===== config.mk =====
export PLATFORM = sky130hd
export DESIGN_NAME = seqdec_param
export DESIGN_NICKNAME = d
export VERILOG_FILES = /design/src/rtl/seqdec_param.sv
export SDC_FILE = /design/constraint.sdc
export NUM_CORES = 1
export LEC_CHECK = 0
export CAP_MARGIN = 20
export CORE_UTILIZATION = 35
export CTS_CLUSTER_DIAMETER = 80
export CTS_CLUSTER_SIZE = 20
export DETAILED_ROUTE_END_ITERATION = 10
export PLACE_DENSITY = 0.58
export SYNTH_ARGS = -nofsm -noshare
export SYNTH_HDL_FRONTEND = slang
export SYNTH_SLANG_ARGS = --single-unit

===== constraint.sdc =====
create_clock -name Clk -period 2.6 [get_ports Clk]
set_input_delay 0.52 -clock Clk [delete_from_list [all_inputs] [get_ports Clk]]
set_output_delay 0.52 -clock Clk [all_outputs]
set_load 0.03 [all_outputs]

===== src/rtl/seqdec_param.sv =====
// Parametrised serial sequence detector: MSB-first shift window compared against a
// loadable pattern under a don't-care mask, with registered match pulse and saturating count.
module seqdec_param #(
   parameter int unsigned      WIDTH       = 8,
   parameter logic [WIDTH-1:0] PATTERN_RST = WIDTH'(8'h42),
   parameter logic [WIDTH-1:0] MASK_RST    = {WIDTH{1'b1}},
   parameter int unsigned      CNT_W       = 8
) (
   input  logic             Clk,
   input  logic             Reset,
   input  logic             InA,
   input  logic             InValid,
   input  logic             Overlap,
   input  logic             PatLoad,
   input  logic [WIDTH-1:0] PatIn,
   input  logic [WIDTH-1:0] MaskIn,
   input  logic             CntClr,
   output logic             Out,
   output logic [CNT_W-1:0] MatchCnt
);

   localparam int unsigned      FILL_W    = $clog2(WIDTH + 1);
   localparam logic [FILL_W-1:0] FILL_FULL = FILL_W'(WIDTH);
   localparam logic [CNT_W-1:0]  CNT_MAX   = {CNT_W{1'b1}};

   logic [WIDTH-1:0]  window_q,  window_d;
   logic [WIDTH-1:0]  pattern_q, pattern_d;
   logic [WIDTH-1:0]  mask_q,    mask_d;
   logic [FILL_W-1:0] fill_q,    fill_d;
   logic [FILL_W-1:0] fill_nx_c;
   logic              out_q,     out_d;
   logic [CNT_W-1:0]  cnt_q,     cnt_d;
   logic              match_c;

   // Next-state: pattern load takes precedence over the serial bit on the same edge
   always_comb begin
      window_d  = window_q;
      pattern_d = pattern_q;
      mask_d    = mask_q;
      fill_d    = fill_q;
      out_d     = 1'b0;
      cnt_d     = cnt_q;
      match_c   = 1'b0;
      fill_nx_c = (fill_q == FILL_FULL) ? FILL_FULL : fill_q + FILL_W'(1);

      if (PatLoad) begin
         pattern_d = PatIn;
         mask_d    = MaskIn;
         fill_d    = '0;
      end else if (InValid) begin
         window_d = {window_q[WIDTH-2:0], InA};
         match_c  = (((window_d ^ pattern_q) & mask_q) == '0) && (fill_nx_c == FILL_FULL);
         // Non-overlapping mode forces a full fresh window before the next match
         fill_d   = (match_c && !Overlap) ? '0 : fill_nx_c;
         out_d    = match_c;
      end

      if (CntClr) begin
         cnt_d = '0;
      end else if (match_c && (cnt_q != CNT_MAX)) begin
         cnt_d = cnt_q + CNT_W'(1);
      end
   end

   always_ff @(posedge Clk) begin
      if (Reset) begin
         window_q  <= '0;
         pattern_q <= PATTERN_RST;
         mask_q    <= MASK_RST;
         fill_q    <= '0;
         out_q     <= 1'b0;
         cnt_q     <= '0;
      end else begin
         window_q  <= window_d;
         pattern_q <= pattern_d;
         mask_q    <= mask_d;
         fill_q    <= fill_d;
         out_q     <= out_d;
         cnt_q     <= cnt_d;
      end
   end

   assign Out      = out_q;
   assign MatchCnt = cnt_q;

endmodule


# ---- Word-level counts from Yosys, hierarchy flattened
# Index checks and enable logic that the tools add are counted.
dict set report classes {
  addsub 2
  n_eq_ne 3
  muxes 4
  n_reduce_logical 8
  bitwise_logic 3
}
# operator n
set ops {}
lappend ops {{8-bit by 1-bit adder with 8-bit output, second input constant} 1}
lappend ops {{8-bit bitwise AND} 1}
lappend ops {{4-bit equality test, second input constant} 2}
lappend ops {{8-bit zero test} 1}
lappend ops {{4-bit 2-to-1 mux} 2}
lappend ops {{8-bit inequality test, second input constant} 1}
lappend ops {{8-bit XOR} 1}
lappend ops {{4-bit by 1-bit adder with 4-bit output, second input constant} 1}
lappend ops {{2-bit OR reduction} 2}
lappend ops {{1-bit logical AND} 3}
lappend ops {{1-bit 2-to-1 mux} 2}
lappend ops {{2-bit AND reduction} 1}
lappend ops {{1-bit zero test} 1}
lappend ops {{1-bit inverter} 1}
dict set report word_totals {
  inputBits 23
  register_bits 36
  output_inout_bits 9
}

# ---- Logic depth before layout (Yosys ltp)
dict set report depth {
  depth_word 7
  ltp_mapped 8
}

# ---- Worst setup path after synthesis
# Ideal clock, no wire load.
dict set report synth_path {
  path_kind {register to register}
  startpoint {register cnt_q[0], in the netlist MatchCnt[0]}
  endpoint {register cnt_q[5], in the netlist MatchCnt[5]}
  arrival_time_ps 1948
  path_stages_with_launch 8
  period_less_slack_ps 2017
  setup_time_ps 70
  path_slack_ps 583
  path_buffers 1
  cell_sequence {dfxtp_1 -> ha_1 -> and4_1 -> a21oi_1 -> nand4_2 -> buf_6 -> or4_1 -> a21oi_1}
}
dict set report synth_between {
  elab_chain_len 2
  elab_cells_between_ends 3
  cone_classes {1 x add/sub; 1 x eq/ne; 1 x reduce/logical}
}
# item line_no
set synth_rtl {}
lappend synth_rtl {{start, declared} 32} ;# logic [CNT_W-1:0] cnt_q, cnt_d;
lappend synth_rtl {{start signal, assigned} 79} ;# cnt_q <= cnt_d;
lappend synth_rtl {{branches (longest 2 deep; another with 8-bit by 1-bit adder with 8-bit output)} --}
# Parallel ways; which one is timed is not known.
# A chain may end at the register's enable or synchronous reset.

# ---- Final worst setup path
dict set report layout_path {
  startpoint {register fill_q[0]}
  endpoint {register cnt_q[4], in the netlist MatchCnt[4]}
}
dict set report layout_between {
  elab_chain_len 7
  elab_cells_between_ends 8
  cone_classes {1 x add/sub; 2 x eq/ne; 3 x mux; 2 x reduce/logical}
}
# item line_no
set layout_rtl {}
lappend layout_rtl {{start, declared} 29} ;# logic [FILL_W-1:0] fill_q, fill_d;
lappend layout_rtl {{start signal, assigned} 77} ;# fill_q <= fill_d;
lappend layout_rtl {{4-bit by 1-bit adder with 4-bit output / 4-bit equality test (equally long branches)} 44} ;# fill_nx_c = (fill_q == FILL_FULL) ? FILL_FULL : fill_q + FILL_W'(1);
lappend layout_rtl {{4-bit 2-to-1 mux (*)} 44}
lappend layout_rtl {{4-bit equality test (*)} 52} ;# match_c = (((window_d ^ pattern_q) & mask_q) == '0) && (fill_nx_c == FILL_FULL);
lappend layout_rtl {{1-bit logical AND (*)} 52}
lappend layout_rtl {{1-bit 2-to-1 mux (*) (2 in a row)} --}
lappend layout_rtl {{1-bit logical AND (*)} 60} ;# end else if (match_c && (cnt_q != CNT_MAX)) begin
# Every way passes the cells marked *; elsewhere a longest branch is shown, timed or not.

==> metrics.md <==
| Metric | Value |
|---|---|
| Die area | 0.00510 mm² |
| Cell Area, Placed | slightly above 0.002 mm² |
| Design area | ~0.0022 mm² |
| Die W | slightly above 70 µm |
| Syn nets | around 210 |
| Tightest Pin Transition | about 0.52 ns |
| Largest net degree at the start of global routing | 32 |
| Yosys top cell by area | dfxtp_1 |
| Maximum VDD drop | about 0.00029 V |
| Fmax | 0.481 GHz |
| Crit path buf inv count | 1 |
| Synth Instances | roughly 190 |
| Core region area | roughly 0.0045 mm² |
| Initial core utilization | 0.374 |
| Switching share of power | 0.230 |
| Internal power | 0.924 mW |
| Top FF cell, synth | dfxtp_1 |
| Row count | 24 |
| CP cell instances | inv_1 > ha_1 > nand3b_1 > a22oi_4 > nand4_2 > or4_1 > a21oi_1 |
| Routed Antenna Nets | 0 |
| Relative slew margins | 0.652 |
| Total global-route track usage | 0.150 |
| Post-CTS Resized | 0 |
| H-tree levels | 2 |
| Clock power share | 0.407 |
| Post-DP HPWL | about 2600 µm |
| Crit Path Category | reg2reg |
| WL met2 | between 1500 and 2000 µm |
| Layout cell share with drive strength beyond 1 | 0.0905 |
| Status | complete, no violations |
| Layout Nets | around 250 |
| Slack of the critical path | around 0.52 ns |
| Number of synthesized flops with an enable pin | 0 |
| Main area contributors after synthesis | dfxtp_1, mux2i_1, a211o_1, a21oi_1, nor2b_1 |
| Initial antenna violation count | 0 |
| Vias in the first global route | between 1000 and 1500 |
| Drt drc | 0 |
| Top cells by count, synth | dfxtp_1, nand2_1, a21oi_1, nor2b_1 |
| Post-CTS Hold Fix Bufs | 0 |
| Cells after DPL | 265 |
| Fin crit period | roughly 2.1 ns |
| XOR/XNOR Fraction of Synth Area | 0.0467 |
| Global route overflow | 0 |
| Mean post-synth cell area | about 9.0 µm² |
| Switch Pwr | 0.277 mW |
| Synth Warn # | 0 |
| Area delta synth->final | 28.6% |
| Synth Register Bits | 36 |
| CTS tree | done |
| Worst Path Arrival | between 2 and 2.5 ns |
| Total power | about 1.2 mW |
| CP required | between 2 and 3 ns |
| First-pass GRT wire length | roughly 5800 µm |
| Count leader, synth | dfxtp_1 |
| Worst setup EP type | flop |
| # IOs | 32 |
| Clock skew | between 0.003 and 0.004 ns |
| Synth Area in Compound Gates | 0.180 |
| Post-Synth Adder-Cell Area | 0.0223 |
| DRT met1 WL | 1590 µm |
| Top-area cell type share of the netlist area | 0.427 |
| DRT Pass-1 Iters | 4 |
| RSZ-0062 raised after global routing | no |
| Crit Path Max Fanout | 12 |
| Leak Pwr | between 0.8 and 0.9 nW |
| Max Used Layer | met4 |
| Vias | around 1400 |
| CP Launch Type | flop |
| Clock slew at reported path FFs | 0.07 ns |
| Hold crit path type | reg2reg |
| PD cells | around 550 mW/mm² |
| Delay-heaviest family, CP | simple AND/OR/NAND/NOR gates |
| Largest family of logic cells by synthesized area | simple AND/OR/NAND/NOR gates |
| Clock Tree Root | clkbuf_8 |
| Metal3 WL | 148 µm |
| Post-Route WL | 3560 µm |
| Comb pwr share | 0.108 |
| Final setup viols | 0 |
| CTS buffer count | 5 |
| Avg Vias per Cell | between 5 and 6 |
| Post-synthesis mux area share | 0.0593 |
| Post-synthesis sequential area ratio | 0.427 |
| WL/cell | 13.0 µm |
| Slowest cell on the critical path | or4_1 |
| Post-synthesis simple-gate area fraction | 0.222 |
| Port bufs | 31 |
| GP Congestion | roughly 0.80 |
| Post-CTS Setup Inserts | 0 |
| Asr flop ratio synth | 0 |
| Pre-CTS setup slack | ~0.29 ns |
| CTS max path bufs | 2 |
| Max incr delay on CP | about 0.53 ns |
| # diodes | 0 |
| Synth cell types | 35 |
| Worst-Skew Late Latency | ~0.28 ns |
| # Max-Cap Violations | 0 |
| Final Max Tran Viols | 0 |
| Clock Sinks | 36 |
| Synth Cell Area | 0.00169 mm² |
| Fin. Hold Viols | 0 |
| Die height | 71.4 µm |
| Setup TNS | 0 ns |
| Starting DRT DRC Count | between 100 and 150 |
| Final worst-path cycle share | 0.799 |
| Sequential Power Share | 0.485 |
| Final std cells w/o fill | between 200 and 300 |
==> worst reg2reg max path: cells and delay by family, from the launching register on <==
kind,cells,cell delay (ns)
adders and majority gates,1,0.22
buffers and inverters,1,0.13
and+or+nand+nor,3,0.92
DFF,1,0.35
AOI/OAI and AO/OA,2,0.40
==> cell usage in the layout (no fill, tap or decap), types with 2 or more instances in the layout <==
master	count
a211o_1	10
a211oi_1	2
a21oi_1	17
a22oi_1	2
and3_1	4
and4_1	2
buf_4	7
clkbuf_8	5
clkdlybuf4s50_1	31
dfxtp_1	36
ha_1	3
inv_1	4
mux2i_1	10
nand2_1	18
nand2b_1	2
nand3_1	7
nor2_1	9
nor2b_1	13
nor3_1	4
o21ai_0	3
o21ai_1	2
o31ai_1	4
or3_1	2
or4_1	4
xor2_1	9
==> registers in the layout, summed over array words and instances (netlist names) <==
register,flops
mask_q,8
pattern_q,8
fill_q,4
MatchCnt,8
window_q,7
Out,1
==> through the flow <==
| stage | util | hold slack, ns |
|---|---|---|
| after floorplan | - | 0.448 |
| after global placement | 0.457 | 0.456 |
| after detailed placement | 0.457 | 0.461 |
| after CTS | 0.481 | 0.471 |
| after global routing | 0.481 | 0.495 |
| final | 0.481 | 0.470 |
==> area by class of cell <==
| type | count | area, µm² |
|---|---|---|
| clock inverters | 3 | 42.5 |
| flip-flops and latches | 36 | 721 |
| multi-input cells | 135 | 893 |
| fillers | 441 | 2340 |
| clock buffers | 5 | 68.8 |
| well taps | 52 | 65.1 |
| inverters | 4 | 15.0 |
| repair buffers | 38 | 363 |
==> layer usage <==
layer | global-route usage | vias up
met1 | 0.157 | 633
li1 | - | 728
met4 | 0.0844 | 0
met3 | 0.0464 | 6
met2 | 0.267 | 31
met5 | 0 | -
==> final timing paths <==
path / startpoint / end / slack (ns) / cells past startpoint
hold / removal: window_q[6] / window_q[6] / 0.47 / 2
hold reg to reg: window_q[6] / window_q[6] / 0.47 / 2
setup / recovery: fill_q[0] / MatchCnt[4] / 0.52 / 7
setup reg to reg: fill_q[0] / MatchCnt[4] / 0.52 / 7
==> cell families (layout without fill, tap and decap cells) <==
logic type	count (synthesis)	in the layout
AO/OA/AOI/OAI	43	43
flip-flops	36	36
AND/OR/NAND/NOR	70	70
adder cells (fa/ha/maj)	3	3
XOR/XNOR	9	9
multiplexers	10	10
buffers and inverters	16	50
==> power by group through the flow <==
| stage | sequential (mW) | combinational, mW | clock [mW] |
|---|---|---|---|
| after floorplan | 0.592 | 0.0753 | 0 |
| after global placement | 0.595 | 0.127 | 0 |
| after detailed placement | 0.596 | 0.130 | 0 |
| after CTS | 0.583 | 0.130 | 0.506 |
| after global routing | 0.585 | 0.143 | 0.531 |
| final | 0.583 | 0.130 | 0.489 |
Power figures use the tool's default switching activity.
